<file path="src/rtl/iommu_chk_pkg.sv">
// rtl/iommu_chk_pkg.sv - error codes shared by the IOMMU shadow/protocol checkers
package iommu_chk_pkg;

   typedef enum logic [2:0] {
      NONE      = 3'd0,
      OVERFLOW  = 3'd1,
      UNDERFLOW = 3'd2,
      FULL_MM   = 3'd3,
      EMPTY_MM  = 3'd4,
      USAGE_MM  = 3'd5,
      DATA_MM   = 3'd6
   } err_code_e;

endpackage

</file>
<file path="src/rtl/iommu_fifo_shadow_ch.sv">
// rtl/iommu_fifo_shadow_ch.sv - one shadow FIFO channel: circular buffer, pointers and per-cycle checks
module iommu_fifo_shadow_ch
   import iommu_chk_pkg::*;
#(
   parameter int DEPTH        = 8,
   parameter bit FALL_THROUGH = 1'b0,
   parameter int DATA_WIDTH   = 32,
   parameter int ADDR_DEPTH   = (DEPTH > 1) ? $clog2(DEPTH) : 1
) (
   input  logic                  clk_i,
   input  logic                  rst_ni,
   input  logic                  flush_i,
   input  logic                  push_i,
   input  logic                  pop_i,
   input  logic [DATA_WIDTH-1:0] wdata_i,
   input  logic [DATA_WIDTH-1:0] rdata_i,
   input  logic                  full_i,
   input  logic                  empty_i,
   input  logic [ADDR_DEPTH-1:0] usage_i,
   output logic                  err_o,
   output err_code_e             code_o
);

   localparam int CNT_W = $clog2(DEPTH + 1);
   localparam logic [CNT_W-1:0]      DEPTH_C  = CNT_W'(DEPTH);
   localparam logic [ADDR_DEPTH-1:0] LAST_PTR = ADDR_DEPTH'(DEPTH - 1);

   logic [DATA_WIDTH-1:0] mem_q [DEPTH];
   logic [ADDR_DEPTH-1:0] rd_ptr_q, wr_ptr_q;
   logic [CNT_W-1:0]      count_q;

   logic is_full, is_empty, bypass, do_push, do_pop;
   logic ovf, udf, full_mm, empty_mm, usage_mm, data_mm;

   function automatic logic [ADDR_DEPTH-1:0] next_ptr(input logic [ADDR_DEPTH-1:0] p);
      return (p == LAST_PTR) ? '0 : p + ADDR_DEPTH'(1);
   endfunction

   assign is_full  = (count_q == DEPTH_C);
   assign is_empty = (count_q == '0);

   // Fall-through bypass hands wdata straight to the reader; the shadow holds nothing.
   assign bypass  = FALL_THROUGH & push_i & pop_i & is_empty;
   assign do_push = ~flush_i & ~bypass & push_i & (~is_full | pop_i);
   assign do_pop  = ~flush_i & ~bypass & pop_i & ~is_empty;

   assign ovf      = ~flush_i & push_i & is_full & ~pop_i;
   assign udf      = ~flush_i & pop_i & is_empty & ~(FALL_THROUGH & push_i);
   assign full_mm  = (full_i != is_full);
   assign empty_mm = (empty_i != is_empty);
   assign usage_mm = (usage_i != count_q[ADDR_DEPTH-1:0]);
   assign data_mm  = ~flush_i & pop_i &
                     ((~is_empty & (rdata_i != mem_q[rd_ptr_q])) |
                      (is_empty & FALL_THROUGH & push_i & (rdata_i != wdata_i)));

   assign err_o = ovf | udf | full_mm | empty_mm | usage_mm | data_mm;

   always_comb begin
      code_o = NONE;
      if (ovf)           code_o = OVERFLOW;
      else if (udf)      code_o = UNDERFLOW;
      else if (full_mm)  code_o = FULL_MM;
      else if (empty_mm) code_o = EMPTY_MM;
      else if (usage_mm) code_o = USAGE_MM;
      else if (data_mm)  code_o = DATA_MM;
   end

   always_ff @(posedge clk_i or negedge rst_ni) begin
      if (!rst_ni) begin
         rd_ptr_q <= '0;
         wr_ptr_q <= '0;
         count_q  <= '0;
      end else if (flush_i) begin
         rd_ptr_q <= '0;
         wr_ptr_q <= '0;
         count_q  <= '0;
      end else begin
         if (do_push) wr_ptr_q <= next_ptr(wr_ptr_q);
         if (do_pop)  rd_ptr_q <= next_ptr(rd_ptr_q);
         count_q <= count_q + CNT_W'(do_push) - CNT_W'(do_pop);
      end
   end

   // Data storage is deliberately left out of reset.
   always_ff @(posedge clk_i) begin
      if (do_push) mem_q[wr_ptr_q] <= wdata_i;
   end

endmodule

</file>
<file path="config.mk">
export PLATFORM = sky130hd
export DESIGN_NAME = iommu_fifo_shadow_ch
export DESIGN_NICKNAME = d
export VERILOG_FILES = /design/src/rtl/iommu_chk_pkg.sv /design/src/rtl/iommu_fifo_shadow_ch.sv
export SDC_FILE = /design/constraint.sdc
export NUM_CORES = 1
export LEC_CHECK = 0
export BUFFER_PORTS_ARGS = -buffer_cell sky130_fd_sc_hd__clkbuf_2
export CAP_MARGIN = 0
export CORE_ASPECT_RATIO = 1.1
export CORE_MARGIN = 8
export CORE_UTILIZATION = 54
export DETAILED_ROUTE_END_ITERATION = 8
export MAX_ROUTING_LAYER = met4
export PLACE_DENSITY = 0.77
export REMOVE_ABC_BUFFERS = 1
export SETUP_SLACK_MARGIN = 0.05
export SYNTH_ARGS = -nofsm -noshare
export SYNTH_HDL_FRONTEND = slang
export SYNTH_SLANG_ARGS = --single-unit
</file>
<file path="constraint.sdc">
create_clock -name clk_i -period 3.6 [get_ports clk_i]
set_input_delay 0.72 -clock clk_i [delete_from_list [all_inputs] [get_ports clk_i]]
set_output_delay 0.72 -clock clk_i [all_outputs]
set_load 0.01 [all_outputs]
</file>
==> results of run 1 <==
cell usage after synthesis (2+ instances only):
| master | instances |
|---|---|
| xor2_1 | 8 |
| and3_1 | 17 |
| mux4_1 | 6 |
| o21a_1 | 3 |
| buf_2 | 13 |
| and2_1 | 4 |
| xnor2_1 | 8 |
| inv_1 | 6 |
| a31o_2 | 4 |
| dfrtp_1 | 10 |
| nor2b_1 | 5 |
| clkbuf_1 | 7 |
| and2b_1 | 2 |
| nand4_1 | 8 |
| edfxtp_1 | 256 |
| nand2_1 | 18 |
| a21oi_1 | 23 |
| o22a_1 | 6 |
| a22oi_1 | 42 |
| mux4_2 | 14 |
| nor2_1 | 21 |
| ha_1 | 10 |
| o22ai_1 | 2 |
| nor3_1 | 4 |
| a21o_1 | 3 |
| o21ai_0 | 5 |
| nand2b_1 | 10 |
| buf_4 | 5 |
| nand3_1 | 3 |
| mux2i_1 | 97 |
final cells by class:
type / count / area share, %
Sequential cell: 266 / 61.1
Clock inverter: 11 / 0.664
Multi-Input combinational cell: 334 / 23.3
Inverter: 6 / 0.173
Antenna cell: 2 / 0.0385
Timing Repair Buffer: 122 / 6.85
Tap cell: 252 / 2.43
Clock buffer: 34 / 5.39
flip-flops by register name, indices dropped and copies added (netlist names):
name / cells
rd_ptr_q: 3
mem_q: 256
count_q: 4
wr_ptr_q: 3
cells by family after synthesis:
family	Yosys count	share of synthesized area [%]
fa+ha+maj	11	1.32
xor+xnor	16	1.27
compound gates	91	5.74
flops	266	72.1
buf+inv	33	1.66
simple gates	99	4.77
mux	117	13.1
where the power goes:
group	leakage [nW]	switching, mW	internal, mW
Clock	0.389	1.07	1.43
Combinational	1.52	0.836	0.769
Sequential	2.44	0.0539	3.50
Total	4.35	1.96	5.70
metal layers:
layer  vias up  track usage, %
met5         -               -
met4         0            4.52
met3        36            4.01
met2       220            34.5
met1      3115            22.8
li1       2785               -
final timing paths:
check,start,to,slack (ns)
max in group asynchronous,rst_ni,rd_ptr_q[2]$_DFFE_PN0P_,3.26
max reg2reg,count_q[2]$_DFF_PN0_,count_q[2]$_DFF_PN0_,1.01
max,rd_ptr_q[0]$_DFFE_PN0P_,code_o[2],-0.19
min reg2reg,wr_ptr_q[0]$_DFFE_PN0P_,wr_ptr_q[0]$_DFFE_PN0P_,0.61
min in group clk_i,wdata_i[26],mem_q[6][26]$_DFFE_PP_,0.47
min,rst_ni,count_q[2]$_DFF_PN0_,0.07
worst max-delay path, cell delays in order, from the launching register on:
cell      delay (ns)
dfrtp_2         0.42
buf_12          0.17
and2b_2         0.28
buf_4           0.21
a22oi_2         0.19
and3_1          0.19
o22a_1          0.17
nand4_1         0.21
nor4_2          0.31
buf_4           0.19
o22ai_1         0.07
clkbuf_2        0.13
repair_timing:
| item | 4_1_cts | 5_1_grt |
|---|---|---|
| gates cloned | 1 | 1 |
| pin swaps | 0 | 3 |
| resized for setup | 20 | 18 |
| buffers inserted | 9 | 5 |
| endpoints found under the setup margin | 3 | 3 |
==> results.cfg, run 1 <==
[layout]
syn_to_final_growth_pct = 18.1
drive_gt1_share_pct = 27.6
fin_nets = 841
stdcell_count = 1027
multi_input_area_mm2 = 0.00303
layout_common_cells = 256 x edfxtp_1, 96 x mux2i_1, 77 x clkbuf_2
fill_cells = 1310
fin_area_mm2 = 0.0130
fin_util_pct = 65.2
final_common_cell = edfxtp_1
final-seq-area_mm2 = 0.00794

[clock_tree]
insertion_delay_ns = 0.53
cts_hold_buf = 0
root_buffer = clkbuf_16
htree_num_levels = 1
cts_tree = yes
clk_pin_slew_ns = 0.06
numClockSinks = 266
clockBufferDepth = 3
numCtsBuffers = 26

[routing]
wl_met3_um = 1800
wl_met1_um = 9350
viasPerCell = 5.99
antenna_left = 0
drt_iter0_markers = 466
met2_length_um = 12900
num_vias = 6156
highest-signal-layer = met4
drc = 0
firstDrtPassIters = 5
wire_per_inst_um = 23.8
wirelength_um = 24500

[timing]
fin_ws_ns = -0.186
max_slew_margin_pct = 59.5
max_clock_freq_ghz = 0.264
hold_ws_ns = 0.0705
worstMarginPinSlew_ns = 0.608
hold_viol_final = 0
fin_crit_sh_pct = 105
period_minus_slack_ns = 3.79
skew_ns = 0.0212
fin_setup_tns_ns = -0.546
drv_slew = 0
rsz0062_at_grt = yes
setup_viol = 3

[run]
maxCapViolCount = 0

[synthesis]
synth_edf_count = 256
ys_top_cells_by_area = edfxtp_1 70%, mux2i_1 8.8%, a22oi_1 2.9%, mux4_2 2.9%, dfrtp_1 2.3%
syn_avg_cell_area_um2 = 17.4
synth_cells = 633
async_flop_share_pct = 3.76
synth_area_mm2 = 0.0110
synth_top_cell_area_share_pct = 69.8
synth_seq_area_share_pct = 72.1
synth_seq_cells = 266
synth_largest_area_cell = edfxtp_1
synth_warnings = 0
ys_types = 43
synthFlopType = edfxtp_1

[place]
placed_area_mm2 = 0.0119
io_buffers = 77
post-place-ws_ns = 0.210
gp_congestion = 0.799
hpwl_um = 14700
dp_cells = 964

[power]
report.power.total_mw = 7.66
vdd_drop_max_mv = 0.425
power.density_mw_per_mm2 = 589
p_leak_nw = 4.35

[status]
status = complete, but fails checks
violations = setup timing

[global_route]
grt_pass1_vias = 6546
antenna_found_initial = 2
grt_pass1_wl_um = 37300
overflow = 0
grt_usage_pct = 19.6
grt_max_degree = 33

[worst_setup_path]
cp_max_fo = 12
arrival_ns = 3.07
worstPathRequired_ns = 2.88
crit_type = reg2out
end_kind = primary output
r2r_cells = 12
start_kind = flop

[die]
row_count = 54
die_x_um = 152
initial_core_util_pct = 55.2
die_area_mm2 = 0.0252
die_y_um = 166
coreArea_mm2 = 0.0199
io_pins = 78

[min_path]
worstHoldPathType = in2async
Power figures use the tool's default switching activity.
==> run 2: changes to the inputs <==
Settings changed: ABC_AREA set to 1, CAP_MARGIN 0 to 20, CORE_UTILIZATION 54 to 55, PLACE_DENSITY 0.77 to 0.78.
==> run 2 against run 1 <==
The flow still finishes with violations (setup timing). Critical path depth rose by 7. Sequential power barely moved. Non-clock buffer count fell by 2. Final area rose by 9.4%. Flip-flop and latch count did not move. Global-route usage rose by 2.0 points. Utilization barely moved. Total power rose by 25%. Routed wire length rose by 22%. Register-to-register slack improved by 0.13 ns. Synthesized cell count rose by 88%. Hold slack improved by 0.0081 ns. Critical endpoint unchanged.
==> results.cfg, run 2 <==
[layout]
syn_to_final_growth_pct = 18.1
fin_util_pct = 65.2
final-seq-area_mm2 = 0.00794
largest_reg_flops = 256
stdcell_count = 1611
multi_input_area_mm2 = 0.00339
fill_cells = 1627
drive_gt1_share_pct = 17.1
reg_top3 = mem_q x256, count_q x4
fin_nets = 1378
layout_common_cells = 403 x nand2_1, 256 x edfxtp_1, 150 x inv_1
final_common_cell = nand2_1
regMostFlops = mem_q

[timing]
drv_slew = 0
setup_viol = 3
max_slew_margin_pct = 59.9
hold_ws_ns = 0.0787
worstMarginPinSlew_ns = 0.602
fin_crit_sh_pct = 103
skew_ns = 0.0112
hold_viol_final = 0
period_minus_slack_ns = 3.70
max_clock_freq_ghz = 0.270
fin_ws_ns = -0.105
rsz0062_at_grt = yes

[synthesis]
synth.most_common_cell = nand2_1
synth_top_cells_by_count = 418 x nand2_1, 256 x edfxtp_1, 152 x inv_1
synth_seq_area_share_pct = 65.9
synth_seq_cells = 266
synth_cells = 1192
syn_avg_cell_area_um2 = 10.1
synth_largest_area_cell = edfxtp_1
ys_top_cells_by_area = edfxtp_1 64%, nand2_1 13%, nand3_1 6.2%, inv_1 4.7%, nor2_1 2.6%
ys_types = 28
async_flop_share_pct = 3.76
synthFlopType = edfxtp_1
synth_warnings = 0
synth_top_cell_area_share_pct = 63.8
synth_edf_count = 256
synth_area_mm2 = 0.0120

[die]
coreArea_mm2 = 0.0218
die_x_um = 157
io_pins = 78
initial_core_util_pct = 55.2
die_area_mm2 = 0.0269
row_count = 57
die_y_um = 171

[worst_setup_path]
path_buf_inv = 5
path_delay_family = simple AND/OR/NAND/NOR gates
end_kind = primary output
crit_chain = buf_12 > buf_12 > buf_16 > nor2_2 > nor2_1 > nand2_1 > nand3_2 > nand3b_1 > nand2_1 > inv_2 > nand2_2 > nor2_1 > nand2_1 > nor2_4 > nand2_2 > nand2_2 > a21boi_1 > buf_2
worstPathRequired_ns = 2.88
start_kind = flop
crit_type = reg2out
cp_slowest_cell = dfrtp_4
cp_slowest_stage_delay_ns = 0.51
arrival_ns = 2.98
cp_max_fo = 6

[clock_tree]
cts_tree = yes
clockBufferDepth = 3
cts_hold_buf = 0
root_buffer = clkbuf_16
insertion_delay_ns = 0.52
htree_num_levels = 1
numClockSinks = 266
clk_pin_slew_ns = 0.06
numCtsBuffers = 26

[run]
maxCapViolCount = 0

[global_route]
grt_pass1_wl_um = 43900
grt_usage_pct = 21.6
antenna_found_initial = 3
use_met1_pct = 24.9
use_met3_pct = 3.24
use_met2_pct = 37.1
top_usage_layer = met2
overflow = 0
grt_pass1_vias = 8634
grt_max_degree = 37

[status]
status = complete, but fails checks
violations = setup timing

[place]
gp_congestion = 0.771
hpwl_um = 16100
io_buffers = 77
dp_cells = 1540

[routing]
firstDrtPassIters = 6
num_vias = 8728
drt_iter0_markers = 781
antenna_left = 0
wire_per_inst_um = 18.5
viasPerCell = 5.42
drc = 0
wirelength_um = 29800

[min_path]
worstHoldPathType = in2async

[power]
power.density_mw_per_mm2 = 672
p_leak_nw = 6.08
vdd_drop_max_mv = 0.560
==> run 2: changes by cell type after synthesis, sizes merged, moves of 21 or more <==
cell / before / now
nand2: 18 / 418
inv: 6 / 154
nand3: 3 / 150
mux2i: 97 / 0
nor2: 22 / 83
a22oi: 42 / 1
buf: 20 / 45
o21ai: 5 / 26
==> run 2: repair_timing <==
| action | 4_1_cts | 5_1_grt |
|---|---|---|
| endpoints found under the setup margin | 3 | 3 |
| buffers inserted | 1 | 5 |
| gates cloned | 3 | 11 |
| gates resized for setup | 7 | 65 |
| pin swaps | 0 | 35 |
==> run 2: cells by family after synthesis <==
family / Yosys count / synth area share, %
buffers and inverters: 204 / 7.94
xor gates and xnor gates: 6 / 0.436
DFF: 266 / 65.9
and+or+nand+nor: 670 / 22.9
AOI/OAI and AO/OA: 35 / 1.57
adders and majority gates: 11 / 1.21
==> run 2: through the flow <==
| stage | instance area [µm²] | setup slack [ns] | setup TNS [ns] | power (mW) |
|---|---|---|---|---|
| 2_1_floorplan | 11700 | -1.59 | -4.96 | 5.36 |
| 3_3_place_gp | 12800 | 0.484 | 0 | 6.03 |
| 3_5_place_dp | 12800 | 0.396 | 0 | 6.12 |
| 4_1_cts | 13700 | 0.0578 | 0 | 9.00 |
| 5_1_grt | 14200 | -0.211 | -0.608 | 10.0 |
| 6_report | 14200 | -0.105 | -0.290 | 9.56 |
==> run 2: final timing paths <==
kind,slack (ns),cells past startpoint,start,end
worst max-delay path,-0.10,18,rd_ptr_q[0]$_DFFE_PN0P_,code_o[2]
worst min-delay path,0.08,1,rst_ni,count_q[2]$_DFF_PN0_
worst max register to register,1.14,10,count_q[1]$_DFF_PN0_,count_q[2]$_DFF_PN0_
worst min register to register,0.61,2,wr_ptr_q[0]$_DFFE_PN0P_,wr_ptr_q[0]$_DFFE_PN0P_
max in group asynchronous,3.25,1,rst_ni,rd_ptr_q[0]$_DFFE_PN0P_
min in group clk_i,0.46,1,wdata_i[16],mem_q[1][16]$_DFFE_PP_
==> run 2: layout make-up <==
| class | count | area share, % |
|---|---|---|
| tap | 295 | 2.60 |
| inverter | 154 | 4.15 |
| clock inverter | 18 | 1.21 |
| timing repair inverter | 3 | 0.238 |
| multi-input combinational | 722 | 23.8 |
| antenna | 3 | 0.0528 |
| timing repair buffer | 120 | 7.25 |
| sequential | 266 | 55.9 |
| clock buffer | 30 | 4.83 |
==> run 2: where the power goes <==
group / internal (mW) / switching, mW
Sequential: 3.49 / 0.0436
Combinational: 1.26 / 2.03
Clock: 1.59 / 1.15
Total: 6.33 / 3.23
==> run 2: per-layer routing <==
| metal | share of wire, % | vias up | wire length, µm |
|---|---|---|---|
| met4 | 4.2 | 0 | 1260 |
| met5 | 0 | - | 0 |
| met3 | 8.2 | 105 | 2460 |
| li1 | - | 4101 | - |
| met2 | 51 | 433 | 15200 |
| met1 | 37 | 4089 | 10900 |
==> run 3: changes to the inputs <==
Settings changed: PLACE_DENSITY 0.78 to 0.75.
Clock period 3.6 ns to 3.8 ns, I/O delays scaled along.
==> run 3 against run 2 <==
The flow now finishes without violations. Combinational power decreased by 21%. Clock skew decreased by 0.0027 ns. Routed wire length decreased by 9.1%. Sequential share of layout area increased by 1.9 points. Critical path type unchanged.
==> results.cfg, run 3 (synthesis gave the netlist of run 2 again) <==
[status]
status = finished clean

[clock_tree]
root_buffer = clkbuf_16
numClockSinks = 266
numCtsBuffers = 25
insertion_delay_ns = 0.52
clk_pin_slew_ns = 0.06
clockBufferDepth = 3
cts_hold_buf = 0
cts_tree = yes
htree_num_levels = 1

[routing]
viasPerCell = 5.26
wirelength_um = 27100
num_vias = 8347
antenna_left = 0
wire_per_inst_um = 17.1
drc = 0
firstDrtPassIters = 5
drt_iter0_markers = 673

[place]
gp_congestion = 0.831
hpwl_um = 15500
io_buffers = 77
placed_area_mm2 = 0.0127
dp_cells = 1535

[die]
coreArea_mm2 = 0.0218
io_pins = 78
row_count = 57
die_x_um = 157
initial_core_util_pct = 55.2
die_y_um = 171
die_area_mm2 = 0.0269

[run]
maxCapViolCount = 0

[layout]
fin_area_mm2 = 0.0137
final_common_cell = nand2_1
fin_nets = 1360
reg_top3 = mem_q x256, count_q x4
layout_common_cells = 418 x nand2_1, 256 x edfxtp_1, 152 x inv_1
syn_to_final_growth_pct = 14.1
largest_reg_flops = 256
drive_gt1_share_pct = 12.0
regMostFlops = mem_q
antenna_cells = 0
stdcell_count = 1587

[worst_setup_path]
start_kind = flop
cp_max_fo = 43
worstPathRequired_ns = 3.04
crit_type = reg2out
r2r_start = count_q[2]$_DFF_PN0_
end_kind = primary output
crit_start = rd_ptr_q[0]$_DFFE_PN0P_
arrival_ns = 2.79

[timing]
skew_ns = 0.00849
fin_crit_sh_pct = 93.5
max_slew_margin_pct = 54.8
rsz0062_at_grt = no
drv_slew = 0
setup_viol = 0
fin_setup_tns_ns = 0
worstMarginPinSlew_ns = 0.676
hold_viol_final = 0
hold_ws_ns = 0.118
period_minus_slack_ns = 3.55
max_clock_freq_ghz = 0.281

[power]
report.power.total_mw = 8.45
power.density_mw_per_mm2 = 615
vdd_drop_max_mv = 0.405
p_leak_nw = 5.89

[min_path]
worstHoldPathType = in2async

[global_route]
grt_usage_pct = 20.4
antenna_found_initial = 0
grt_pass1_wl_um = 41300
grt_max_degree = 71
grt_pass1_vias = 8071
overflow = 0
==> run 3: cell count changes in the layout (fill, tap and decap cells not counted), moves of 4 or more <==
cell       change
buf_6         -10
clkbuf_1       +5
clkbuf_16      -4
nand2_1       +15
nand2_2       -14
nand3_1       +19
nand3_2       -19
nor2_1         +9
nor2_2         -8
==> run 3: where the power goes <==
group / switching [mW] / internal, mW
logic: 1.66 / 0.938
clock network: 1.01 / 1.48
registers: 0.0583 / 3.30
==> run 3: worst paths after layout <==
kind / end / slack (ns) / cells after the start
worst max-delay path: err_o / 0.25 / 18
worst min-delay path: count_q[3]$_DFF_PN0_ / 0.12 / 1
worst max register to register: mem_q[3][26]$_DFFE_PP_ / 1.37 / 8
worst min register to register: wr_ptr_q[0]$_DFFE_PN0P_ / 0.58 / 2
max in group asynchronous: rd_ptr_q[0]$_DFFE_PN0P_ / 3.42 / 1
min in group clk_i: mem_q[7][15]$_DFFE_PP_ / 0.51 / 1
==> run 3: final cells by class <==
cell class | instances | area, µm²
fill | 1716 | 8080
sequential | 266 | 7940
multi-input combinational | 722 | 3220
timing repair buffer | 105 | 803
clock buffer | 33 | 656
inverter | 154 | 596
tap | 295 | 369
clock inverter | 11 | 151
timing repair inverter | 1 | 8.76
==> run 3: critical path, cell delays in order (launching register included) <==
cell and delay [ns]:
dfrtp_4 0.56, clkinv_8 0.14, buf_8 0.28, nand2_1 0.11, nand2_1 0.08, nand2_1 0.05
nand2_1 0.07, nand2_1 0.06, nand2_1 0.09, nand2_1 0.05, nand2_1 0.05, nand2_1 0.05
nor2_1 0.12, nand2_1 0.06, nor2_1 0.08, nand2_1 0.10, nand2_1 0.09, nand3_1 0.07
clkbuf_2 0.15
==> run 3: repair_timing <==
| item | 4_1_cts | 5_1_grt |
|---|---|---|
| pin swaps | 0 | 0 |
| gates resized for setup | 5 | 8 |
| setup endpoints to repair | 3 | 3 |
| cloned | 1 | 4 |
| buffers inserted | 0 | 3 |
==> run 3: layer usage <==
metal	GRT usage [%]	up-vias	routed length, µm
met1	24.4	3947	11000
li1	-	4052	-
met5	-	-	0
met2	34.3	289	13600
met4	7.79	0	687
met3	3.72	59	1890
==> run 3: metrics by stage <==
| stage | setup slack [ns] | util (%) |
|---|---|---|
| 2_1_floorplan | -1.43 | - |
| 3_3_place_gp | 0.549 | 58.4 |
| 3_5_place_dp | 0.484 | 58.4 |
| 4_1_cts | 0.0620 | 62.3 |
| 5_1_grt | 0.0375 | 63.0 |
| 6_report | 0.246 | 63.0 |
